**config.mk**
```make
export PLATFORM = sky130hd
export DESIGN_NAME = grant_mux
export DESIGN_NICKNAME = d
export VERILOG_FILES = /design/src/rtl/grant_mux_pkg.sv /design/src/rtl/stream_skid_buffer.sv /design/src/rtl/grant_mux.sv
export SDC_FILE = /design/constraint.sdc
export NUM_CORES = 1
export LEC_CHECK = 0
export CORE_ASPECT_RATIO = 0.8
export CORE_MARGIN = 2
export CORE_UTILIZATION = 45
export DETAILED_ROUTE_END_ITERATION = 12
export DONT_BUFFER_PORTS = 1
export GPL_TIMING_DRIVEN = 1
export SYNTH_ARGS = -nofsm -noshare
export SYNTH_HDL_FRONTEND = slang
export SYNTH_SLANG_ARGS = --single-unit
```
**constraint.sdc**
```tcl
create_clock -name i_clk -period 2.3 [get_ports i_clk]
set_input_delay 0.46 -clock i_clk [delete_from_list [all_inputs] [get_ports i_clk]]
set_output_delay 0.46 -clock i_clk [all_outputs]
set_load 0.02 [all_outputs]
```
**src/rtl/grant_mux_pkg.sv**
```systemverilog
// grant_mux shared types and helpers.
// Used by the top-level mux and its output buffer.
package grant_mux_pkg;

    typedef enum logic {
        IDLE   = 1'b0,
        LOCKED = 1'b1
    } state_t;

    function automatic int index_width(input int n);
        return (n <= 1) ? 1 : $clog2(n);
    endfunction

    // Lowest set bit wins, so a malformed multi-bit vector still maps cleanly.
    function automatic int onehot_to_index(input logic [63:0] onehot);
        int idx;
        idx = 0;
        for (int i = 63; i >= 0; i--) begin
            if (onehot[i]) idx = i;
        end
        return idx;
    endfunction

endpackage

```
**src/rtl/stream_skid_buffer.sv**
```systemverilog
// Two-entry registered output FIFO with a registered full flag.
// Head register drives the output directly.
module stream_skid_buffer
    import grant_mux_pkg::*;
#(
    parameter int WIDTH = 8
) (
    input  logic             clk,
    input  logic             rst,
    input  logic             push,
    input  logic [WIDTH-1:0] push_data,
    output logic             full,
    output logic             valid,
    input  logic             ready,
    output logic [WIDTH-1:0] data
);

    logic [WIDTH-1:0] head_q;
    logic [WIDTH-1:0] tail_q;
    logic [1:0]       count_q;
    logic             pop;

    assign valid = (count_q != 2'd0);
    assign full  = (count_q == 2'd2);
    assign data  = head_q;
    assign pop   = valid & ready;

    always_ff @(posedge clk) begin
        if (rst) begin
            head_q  <= '0;
            tail_q  <= '0;
            count_q <= 2'd0;
        end else begin
            unique case ({push, pop})
                2'b10: begin
                    if (count_q == 2'd0) head_q <= push_data;
                    else                 tail_q <= push_data;
                    count_q <= count_q + 2'd1;
                end
                2'b01: begin
                    head_q  <= tail_q;
                    count_q <= count_q - 2'd1;
                end
                2'b11: begin
                    // Count is unchanged; the new beat lands behind whatever remains.
                    if (count_q == 2'd1) begin
                        head_q <= push_data;
                    end else begin
                        head_q <= tail_q;
                        tail_q <= push_data;
                    end
                end
                default: ;
            endcase
        end
    end

    a_no_overflow: assert property (
        @(posedge clk) disable iff (rst) push |-> !full
    );

endmodule

```
**src/rtl/grant_mux.sv**
```systemverilog
// Packet-level mux behind a round-robin arbiter.
// Locks onto one granted stream until its last beat is accepted.
module grant_mux
    import grant_mux_pkg::*;
#(
    parameter  int REQUEST_WIDTH = 2,
    parameter  int DATA_WIDTH    = 32,
    localparam int INDEX_WIDTH   = index_width(REQUEST_WIDTH)
) (
    input  logic                                       i_clk,
    input  logic                                       i_rst,
    input  logic [REQUEST_WIDTH-1:0]                   i_valid,
    output logic [REQUEST_WIDTH-1:0]                   o_ready,
    input  logic [REQUEST_WIDTH-1:0][DATA_WIDTH-1:0]   i_data,
    input  logic [REQUEST_WIDTH-1:0]                   i_last,
    output logic [REQUEST_WIDTH-1:0]                   o_request,
    input  logic [REQUEST_WIDTH-1:0]                   i_grant,
    output logic                                       o_valid,
    input  logic                                       i_ready,
    output logic [DATA_WIDTH-1:0]                      o_data,
    output logic                                       o_last,
    output logic [INDEX_WIDTH-1:0]                     o_source
);

    localparam int N  = REQUEST_WIDTH;
    localparam int BW = DATA_WIDTH + 1 + INDEX_WIDTH;

    state_t                 state_q;
    logic [N-1:0]           lock_q;
    logic [N-1:0]           grant_ok;
    logic [N-1:0]           grant_pick;
    logic [N-1:0]           take;
    logic [INDEX_WIDTH-1:0] sel;
    logic                   xfer;
    logic                   xfer_last;
    logic                   buf_full;
    logic [BW-1:0]          push_data;
    logic [BW-1:0]          buf_data;

    assign grant_ok   = i_grant & i_valid;
    assign grant_pick = grant_ok & (~grant_ok + N'(1));
    assign sel        = INDEX_WIDTH'(onehot_to_index(64'(lock_q)));

    assign o_request = (state_q == IDLE) ? i_valid : '0;
    assign o_ready   = (state_q == LOCKED) ? (lock_q & {N{~buf_full}}) : '0;

    assign take      = i_valid & o_ready;
    assign xfer      = |take;
    assign xfer_last = xfer & i_last[sel];
    assign push_data = {i_data[sel], i_last[sel], sel};

    always_ff @(posedge i_clk) begin
        if (i_rst) begin
            state_q <= IDLE;
            lock_q  <= '0;
        end else begin
            unique case (state_q)
                IDLE: begin
                    if (|grant_ok) begin
                        lock_q  <= grant_pick;
                        state_q <= LOCKED;
                    end
                end
                LOCKED: begin
                    if (xfer_last) begin
                        lock_q  <= '0;
                        state_q <= IDLE;
                    end
                end
                default: state_q <= IDLE;
            endcase
        end
    end

    stream_skid_buffer #(
        .WIDTH(BW)
    ) u_buf (
        .clk      (i_clk),
        .rst      (i_rst),
        .push     (xfer),
        .push_data(push_data),
        .full     (buf_full),
        .valid    (o_valid),
        .ready    (i_ready),
        .data     (buf_data)
    );

    assign {o_data, o_last, o_source} = buf_data;

    a_grant_onehot: assert property (
        @(posedge i_clk) disable iff (i_rst)
        (state_q == IDLE && |o_request) |-> $onehot0(i_grant)
    );

    a_lock_onehot: assert property (
        @(posedge i_clk) disable iff (i_rst)
        (state_q == LOCKED) |-> $onehot(lock_q)
    );

endmodule
```
==> results of run 1 <==
==> path summary, 6_finish.rpt <==
check / to / slack [ns] / from / depth (start not counted)
worst max-delay path: u_buf.data[14]$_SDFFE_PP0P_ / 0.12 / u_buf.count_q[0]$_SDFFE_PP0P_ / 11
worst min register to register: u_buf.tail_q[1]$_SDFFE_PP0P_ / 0.51 / u_buf.tail_q[1]$_SDFFE_PP0P_ / 2
worst max register to register: u_buf.data[14]$_SDFFE_PP0P_ / 0.12 / u_buf.count_q[0]$_SDFFE_PP0P_ / 11
worst min-delay path: u_buf.data[15]$_SDFFE_PP0P_ / 0.18 / i_rst / 1
==> worst max-delay path, stage by stage (launching register included) <==
cell       delay, ns
dfxtp_2         0.34
inv_1           0.08
ha_1            0.14
and2b_1         0.19
nand2_2         0.08
inv_1           0.06
ha_2            0.19
nor2b_2         0.16
o21a_4          0.28
clkbuf_16       0.19
a221oi_4        0.30
a211oi_2        0.07
==> cells by family after synthesis <==
kind of cell,after synthesis,synth area share (%)
buffers and inverters,70,9.593
multiplexers,66,20.19
adder cells (fa/ha/maj),6,1.881
XOR/XNOR,2,0.4390
flip-flops,73,36.61
AO/OA/AOI/OAI,82,25.77
AND/OR/NAND/NOR,52,5.517
==> flip-flops by register name (all words and copies together) (netlist names) <==
| register | flops |
|---|---|
| u_buf.tail_q | 34 |
| u_buf.count_q | 2 |
| u_buf.data | 34 |
| state_q | 1 |
| lock_q | 2 |
==> metrics by stage <==
step / instance area (µm²) / hold WS (ns) / std cells / utilization, %
after detailed placement: 4079 / 0.4874 / 447 / 47.66
after floorplan: 3991 / 0.4604 / 351 / -
after CTS: 4268 / 0.1558 / 463 / 49.87
after global routing: 4514 / 0.1488 / 467 / 52.75
final: 4514 / 0.1825 / 467 / 52.75
after global placement: 4079 / 0.4733 / 447 / 47.66
==> routing by layer <==
| layer | GRT usage (%) | routed length [µm] | vias up |
|---|---|---|---|
| li1 | - | - | 1268 |
| met1 | 21.46 | 3935 | 1216 |
| met2 | 27.89 | 3752 | 71 |
| met3 | 6.701 | 654 | 5 |
| met4 | 5.524 | 72 | 0 |
| met5 | 0 | 0 | - |
==> power groups by stage <==
stage               Sequential (mW)  Combinational [mW]  Clock [mW]
floorplan                      1.87                1.10           0
CTS                            1.91                1.30        1.02
global placement               1.93                1.27           0
detailed placement             1.94                1.29           0
finish                         1.91                1.40       0.987
global route                   1.94                1.52        1.08
==> cell type report <==
cell class	instances	area, µm²
Tap cell	112	140.1
Clock inverter	3	40.04
Timing Repair Buffer	19	274.0
Fill cell	755	4044
Clock buffer	13	148.9
Sequential cell	73	1463
Multi-Input combinational cell	208	2302
Inverter	39	146.4
==> Yosys cell counts, types with 2 or more instances <==
master	instances	area, µm²
xnor2_1	2	17.52
clkbuf_1	8	30.03
nand2_1	7	26.28
a211oi_1	4	30.03
dfxtp_1	73	1461
mux2i_1	33	330.3
buf_2	5	25.02
mux2_4	27	405.4
buf_6	9	101.4
mux2_2	5	56.30
o211ai_1	2	15.01
ha_1	6	75.07
a21o_1	2	15.01
a221oi_2	33	495.5
nor2_1	36	135.1
buf_4	7	52.55
a211oi_2	31	387.9
inv_1	39	146.4
a21oi_1	3	15.01
nor2b_1	4	25.02
and2_1	2	12.51
==> results.cfg, run 1 <==
[cts]
cts-root-buf = clkbuf_8
clk_path_buf_depth = 2
clkLatencyLatePin_ns = 0.34
cts_setup_buffers = 0
h-tree-depth = 3
cts_hold_buf = 0
clock-sinks = 73
clk_pin_slew_ns = 0.07
cts_tree = done
cts_resized = 0
cts_buffers = 9

[setup_path]
critPathCaptureType = register
worstPathMaxFanout = 6
arrival_ns = 2.40
critPathKind = register to register
start_kind = register
critPathRequiredTime_ns = 2.52

[yosys]
syn_area_per_cell_um2 = 11.37
yosysUniqueCellTypes = 34
synth.ff_latch_count = 73
synthCells = 351
synth-main-ff-cell = dfxtp_1
ys_seq_area_share_pct = 36.61
syn_area_mm2 = 0.003991
synth-edff-count = 0
async_flop_share_pct = 0
yosysWarnings = 0
syn-num-nets = 430

[global_route]
grt_usage_pct = 17.29
grt_max_degree = 74
first_global_vias = 2572
grt_pass1_wl_um = 12740
grt_antenna_before_repair = 0
overflow = 0

[cells_and_area]
area_growth_pct = 13.10
drive_above_1_share_pct = 39.72
final_cell_mix = dfxtp_1, inv_1, nor2_1
n_antenna_cell = 0
final_common_cell = dfxtp_1
finalNetCount = 429

[detailed_routing]
first_pass_iters = 4
drc = 0
viasPerCell = 5.482
avgRoutedWirePerCell_um = 18.02
drt-total-wl_um = 8414
ant_nets = 0
vias = 2560
drt_iter0_drc = 88

[timing]
setup_ws_ns = 0.1177
fin_crit_ns = 2.182
fmax_mhz = 458.2
fin_setup_tns_ns = 0
grt_setup_unrepaired = no
tightest_slew_ns = 0.4910
maxSlewViolCount = 0
setup_viol_count_final = 0
slew_headroom_pct = 67.20
fin_crit_sh_pct = 94.88
hold_viol = 0
finClkSkew_ns = 0.004633

[pwr]
peakVddDrop_mv = 0.5806
pwr-share-comb_pct = 32.6
p_sw_share_pct = 38.21
power_density_mw_per_mm2 = 950.4
seqPwrFrac_pct = 44.4
power_mw = 4.291
p_leak_nw = 1.538
p_sw_mw = 1.639
p_int_mw = 2.651
power_frac_clock_pct = 23.0

[place]
dp_hpwl_um = 5293
io_buffer_count = 0
dp_slack_ns = 0.04812
place_congestion = 0.6793

[floorplanning]
die_area_mm2 = 0.009644
die_w_um = 109.3
initial_core_util_pct = 46.64
rows = 30
core_area_mm2 = 0.008558
io_pins = 112
dieHeight_um = 88.24

[status]
outcome = complete, no violations

[job]
cap_violations = 0

[worst_hold_path]
hold_class = input port to register
No activity file was read; power rests on OpenSTA's default activity.
==> run 2: changes to the inputs <==
==> constraint.sdc (replaced) <==
create_clock -name i_clk -period 2.4 [get_ports i_clk]
set_input_delay 0.48 -clock i_clk [delete_from_list [all_inputs] [get_ports i_clk]]
set_output_delay 0.48 -clock i_clk [all_outputs]
set_load 0.02 [all_outputs]
==> run 2 against run 1 <==
Compared with the run above: non-clock buffer count down 6; setup slack worse by 0.016 ns; worst hold slack better by 0.014 ns; combinational power down 10%; utilization down 0.95 points; sequential share of layout area up 0.59 points; final area down 1.8%; clock power up 5%; first-iteration DRC count down 10%; count of clock-buffer cells in the layout down 3; largest cell class unchanged.
==> results.cfg, run 2 (synthesis results as in run 1) <==
[cells_and_area]
seq_area_mm2 = 0.001463
n_antenna_cell = 0
nFillCells = 802
fin_cells = 461
final_cell_mix = dfxtp_1, inv_1, nor2_1
final_common_cell = dfxtp_1
multi_input_area_mm2 = 0.002275
area_growth_pct = 11.07
drive_above_1_share_pct = 38.97
finalNetCount = 423

[pwr]
pwr-share-comb_pct = 30.7
p_sw_mw = 1.567
p_int_mw = 2.559
seqPwrFrac_pct = 44.1
power_mw = 4.126
power_density_mw_per_mm2 = 930.7
p_sw_share_pct = 37.98
p_leak_nw = 1.519
peakVddDrop_mv = 0.6615
power_frac_clock_pct = 25.2

[setup_path]
critPathKind = register to register
critPathRequiredTime_ns = 2.63
worstPathMaxFanout = 5
start_kind = register
critPathCaptureType = register
arrival_ns = 2.53

[detailed_routing]
viasPerCell = 5.534
drt-total-wl_um = 8354
ant_nets = 0
first_pass_iters = 4
vias = 2551
avgRoutedWirePerCell_um = 18.12
drt_iter0_drc = 79
drc = 0

[global_route]
first_global_vias = 2470
grt_antenna_before_repair = 0
grt_pass1_wl_um = 12360
grt_usage_pct = 16.86
grt_max_degree = 74
overflow = 0

[floorplanning]
core_area_mm2 = 0.008558
rows = 30
initial_core_util_pct = 46.64
io_pins = 112
die_area_mm2 = 0.009644
dieHeight_um = 88.24
die_w_um = 109.3

[cts]
clk_pin_slew_ns = 0.08
clock-sinks = 73
clkLatencyLatePin_ns = 0.35
cts_tree = done
clk_path_buf_depth = 2
cts-root-buf = clkbuf_8
cts_buffers = 9
h-tree-depth = 3

[timing]
tightest_slew_ns = 0.5214
slew_headroom_pct = 65.24
setup_viol_count_final = 0
fin_crit_ns = 2.299
fin_crit_sh_pct = 95.78
fmax_mhz = 435.0
hold_viol = 0
finClkSkew_ns = 0.005753
maxSlewViolCount = 0

[job]
cap_violations = 0

[place]
dp_cells = 441
place_congestion = 0.7507
dp_hpwl_um = 4930
io_buffer_count = 0

[worst_hold_path]
hold_class = input port to register

[status]
outcome = complete, no violations
==> run 2: cell count changes in the layout (fill, tap and decap cells not counted), moves of 2 or more <==
cell / before / now
buf_4: 9 / 5
a221oi_2: 23 / 25
a221oi_4: 11 / 9
clkbuf_1: 3 / 1
nor2b_1: 2 / 4
nor2b_2: 2 / 0
==> run 2: final timing paths <==
kind                            slack (ns)  cells after the start                          start                      endpoint
worst max register to register        0.10                     11  u_buf.count_q[0]$_SDFFE_PP0P_   u_buf.data[16]$_SDFFE_PP0P_
worst max-delay path                  0.10                     11  u_buf.count_q[0]$_SDFFE_PP0P_   u_buf.data[16]$_SDFFE_PP0P_
worst min-delay path                  0.20                      1                          i_rst   u_buf.data[15]$_SDFFE_PP0P_
worst min register to register        0.51                      2   u_buf.tail_q[1]$_SDFFE_PP0P_  u_buf.tail_q[1]$_SDFFE_PP0P_
==> run 2: what timing repair did <==
action                     CTS  global route
buffers inserted             0             1
setup endpoints to repair    0            57
hold buffers                 0             0
hold endpoints to repair     0             0
gates resized for setup      0            18
==> run 2: worst max-delay path, cell delays in order (launching register included) <==
cell       delay (ns)
dfxtp_2          0.34
inv_1            0.08
ha_1             0.14
and2b_2          0.24
nand2_4          0.08
inv_1            0.06
ha_1             0.21
nor2b_1          0.13
o21a_2           0.30
clkbuf_16        0.20
a221oi_4         0.31
a211oi_2         0.07
==> run 2: cell type report <==
class	count	area share, %
well taps	112	3.161
clock buffers	10	2.879
multi-input cells	208	51.31
inverters	39	3.302
repair buffers	13	4.488
clock inverters	6	1.863
flip-flops and latches	73	32.99
==> run 2: routing by layer <==
layer / wire (µm) / global-route usage (%) / vias up / part of all wire [%]
met3: 688 / 7.953 / 5 / 8.2
met2: 3681 / 26.31 / 82 / 44
met4: 55 / 4.833 / 0 / 0.66
met5: 0 / 0 / - / 0
li1: - / - / 1253 / -
met1: 3928 / 21.00 / 1211 / 47
==> run 2: stage by stage <==
| step | util [%] | TNS [ns] | cell area, µm² | hold slack, ns | setup slack [ns] |
|---|---|---|---|---|---|
| after floorplan | - | 0 | 3991 | 0.4604 | 0.1883 |
| after global placement | 46.99 | 0 | 4021 | 0.4740 | 0.1515 |
| after detailed placement | 46.99 | 0 | 4021 | 0.4873 | 0.1031 |
| after CTS | 49.44 | 0 | 4232 | 0.1653 | 0.07357 |
| after global routing | 51.80 | -0.03226 | 4433 | 0.1644 | -0.01553 |
| final | 51.80 | 0 | 4433 | 0.1961 | 0.1014 |
==> run 2: power groups by stage <==
stage	Combinational [mW]	Clock [mW]	Sequential [mW]
3_3_place_gp	1.16	0	1.85
6_report	1.26	1.04	1.82
4_1_cts	1.17	1.08	1.82
5_1_grt	1.37	1.13	1.85
2_1_floorplan	1.05	0	1.79
3_5_place_dp	1.17	0	1.85
==> run 3: changes to the inputs <==
==> constraint.sdc (replaced) <==
create_clock -name i_clk -period 2.9 [get_ports i_clk]
set_input_delay 0.58 -clock i_clk [delete_from_list [all_inputs] [get_ports i_clk]]
set_output_delay 0.58 -clock i_clk [all_outputs]
set_load 0.02 [all_outputs]
==> run 3 against run 2 <==
Compared with the run above: clock skew grew 0.0028 ns; via count shrank 0.16%; sequential cell count is the same; cell count shrank 0.43%; final area shrank 4.8%; clock power shrank 8%; critical path type unchanged.
==> results.cfg, run 3 (synthesis results as in run 1) <==
[cts]
clock-sinks = 73
cts_tree = done
clkLatencyLatePin_ns = 0.35
cts_setup_buffers = 0
cts_hold_buf = 0
cts_buffers = 9
cts_resized = 0
cts-root-buf = clkbuf_8
clk_pin_slew_ns = 0.07
clk_path_buf_depth = 2
h-tree-depth = 3

[timing]
tightest_slew_ns = 0.5813
maxSlewViolCount = 0
fin_crit_ns = 2.486
fmax_mhz = 402.3
hold_viol = 0
grt_setup_unrepaired = no
slew_headroom_pct = 61.25
setup_ws_ns = 0.4144
setup_viol_count_final = 0
fin_setup_tns_ns = 0
fin_crit_sh_pct = 85.71
finClkSkew_ns = 0.008597

[place]
dp_slack_ns = 0.4673
placed_area_mm2 = 0.003986
dp_hpwl_um = 5143
place_congestion = 0.7222
io_buffer_count = 0

[cells_and_area]
n_antenna_cell = 0
final_cell_mix = dfxtp_1, inv_1, nor2_1
finalCoreUtilization_pct = 49.33
final_common_cell = dfxtp_1
nFillCells = 802
drive_above_1_share_pct = 36.89
area_growth_pct = 5.768
finalNetCount = 421
fin_area_mm2 = 0.004222

[floorplanning]
die_w_um = 109.3
core_area_mm2 = 0.008558
rows = 30
die_area_mm2 = 0.009644
dieHeight_um = 88.24
initial_core_util_pct = 46.64
io_pins = 112

[detailed_routing]
drt_iter0_drc = 113
drt-total-wl_um = 7943
viasPerCell = 5.549
ant_nets = 0
avgRoutedWirePerCell_um = 17.31
drc = 0
first_pass_iters = 5
vias = 2547

[setup_path]
arrival_ns = 2.72
critPathCaptureType = register
slowest_delay_ns = 0.38
critPathRequiredTime_ns = 3.14
critPathKind = register to register
start_kind = register
crit_slowest_cell = dfxtp_1
worstPathMaxFanout = 21
critical_path.top_delay_family = buffers and inverters
cp_cell_sequence = inv_1 > ha_1 > nor2b_1 > buf_4 > inv_1 > ha_1 > nand2_1 > o211a_2 > buf_4 > mux2i_1 > nor2_1
cp.buffers_inverters = 4

[worst_hold_path]
hold_class = input port to register

[pwr]
p_int_mw = 2.155
p_sw_mw = 1.244
p_sw_share_pct = 36.61
power_density_mw_per_mm2 = 805.2
peakVddDrop_mv = 0.3655
pwr-share-comb_pct = 27.8
p_leak_nw = 1.475
power_mw = 3.399
power_frac_clock_pct = 28.2
seqPwrFrac_pct = 44.0

[global_route]
grt_pass1_wl_um = 12690
use_met2_pct = 27.84
overflow = 0
grt_usage_pct = 17.21
met1_usage_pct = 21.91
global_route.peak_usage_layer = met2
use_met3_pct = 5.449
grt_antenna_before_repair = 0
first_global_vias = 2503
grt_max_degree = 74

[status]
outcome = complete, no violations

[job]
cap_violations = 0
-- run 3: layout make-up --
cell class                 instances  area (µm²)  share of cell area [%]
inverter                          39       146.4                   3.468
clock inverter                     5       103.9                   2.460
clock buffer                      11       131.4                   3.112
multi-input combinational        208        2156                   51.07
timing repair buffer              11       82.58                   1.956
sequential                        73        1461                   34.62
tap                              112       140.1                   3.319
-- run 3: per-layer routing --
metal  wire, µm  part of all wire (%)  up-vias
met5          0                     0        -
met4        107                   1.3        0
met3        555                   7.0        8
met2       3611                    45       75
met1       3669                    46     1213
li1           -                     -     1251
-- run 3: worst reg2reg max path: cells and delay by family, from the launching register on --
kind	cells	cell delay [ns]
muxes	1	0.27
and+or+nand+nor	3	0.36
DFF	1	0.38
adders and majority gates	2	0.48
AOI/OAI and AO/OA	1	0.20
buffers and inverters	4	0.70
-- run 3: power groups by stage --
stage	registers, mW	clock network [mW]	logic [mW]
finish	1.50	0.958	0.944
global route	1.52	1.03	1.03
CTS	1.50	0.985	0.958
detailed placement	1.53	0	0.950
global placement	1.52	0	0.934
floorplan	1.48	0	0.869
-- run 3: per-stage QoR --
stage	cells	hold slack [ns]
floorplan	351	0.4604
global placement	443	0.4748
detailed placement	443	0.4859
CTS	459	0.2645
global route	459	0.2718
finish	459	0.2981
-- run 3: worst paths after layout --
kind	start	endpoint	slack [ns]	cells after the start
max	u_buf.count_q[0]$_SDFFE_PP0P_	u_buf.tail_q[16]$_SDFFE_PP0P_	0.41	11
min	i_rst	u_buf.data[18]$_SDFFE_PP0P_	0.30	1
max reg2reg	u_buf.count_q[0]$_SDFFE_PP0P_	u_buf.tail_q[16]$_SDFFE_PP0P_	0.41	11
min reg2reg	u_buf.tail_q[4]$_SDFFE_PP0P_	u_buf.tail_q[4]$_SDFFE_PP0P_	0.49	2
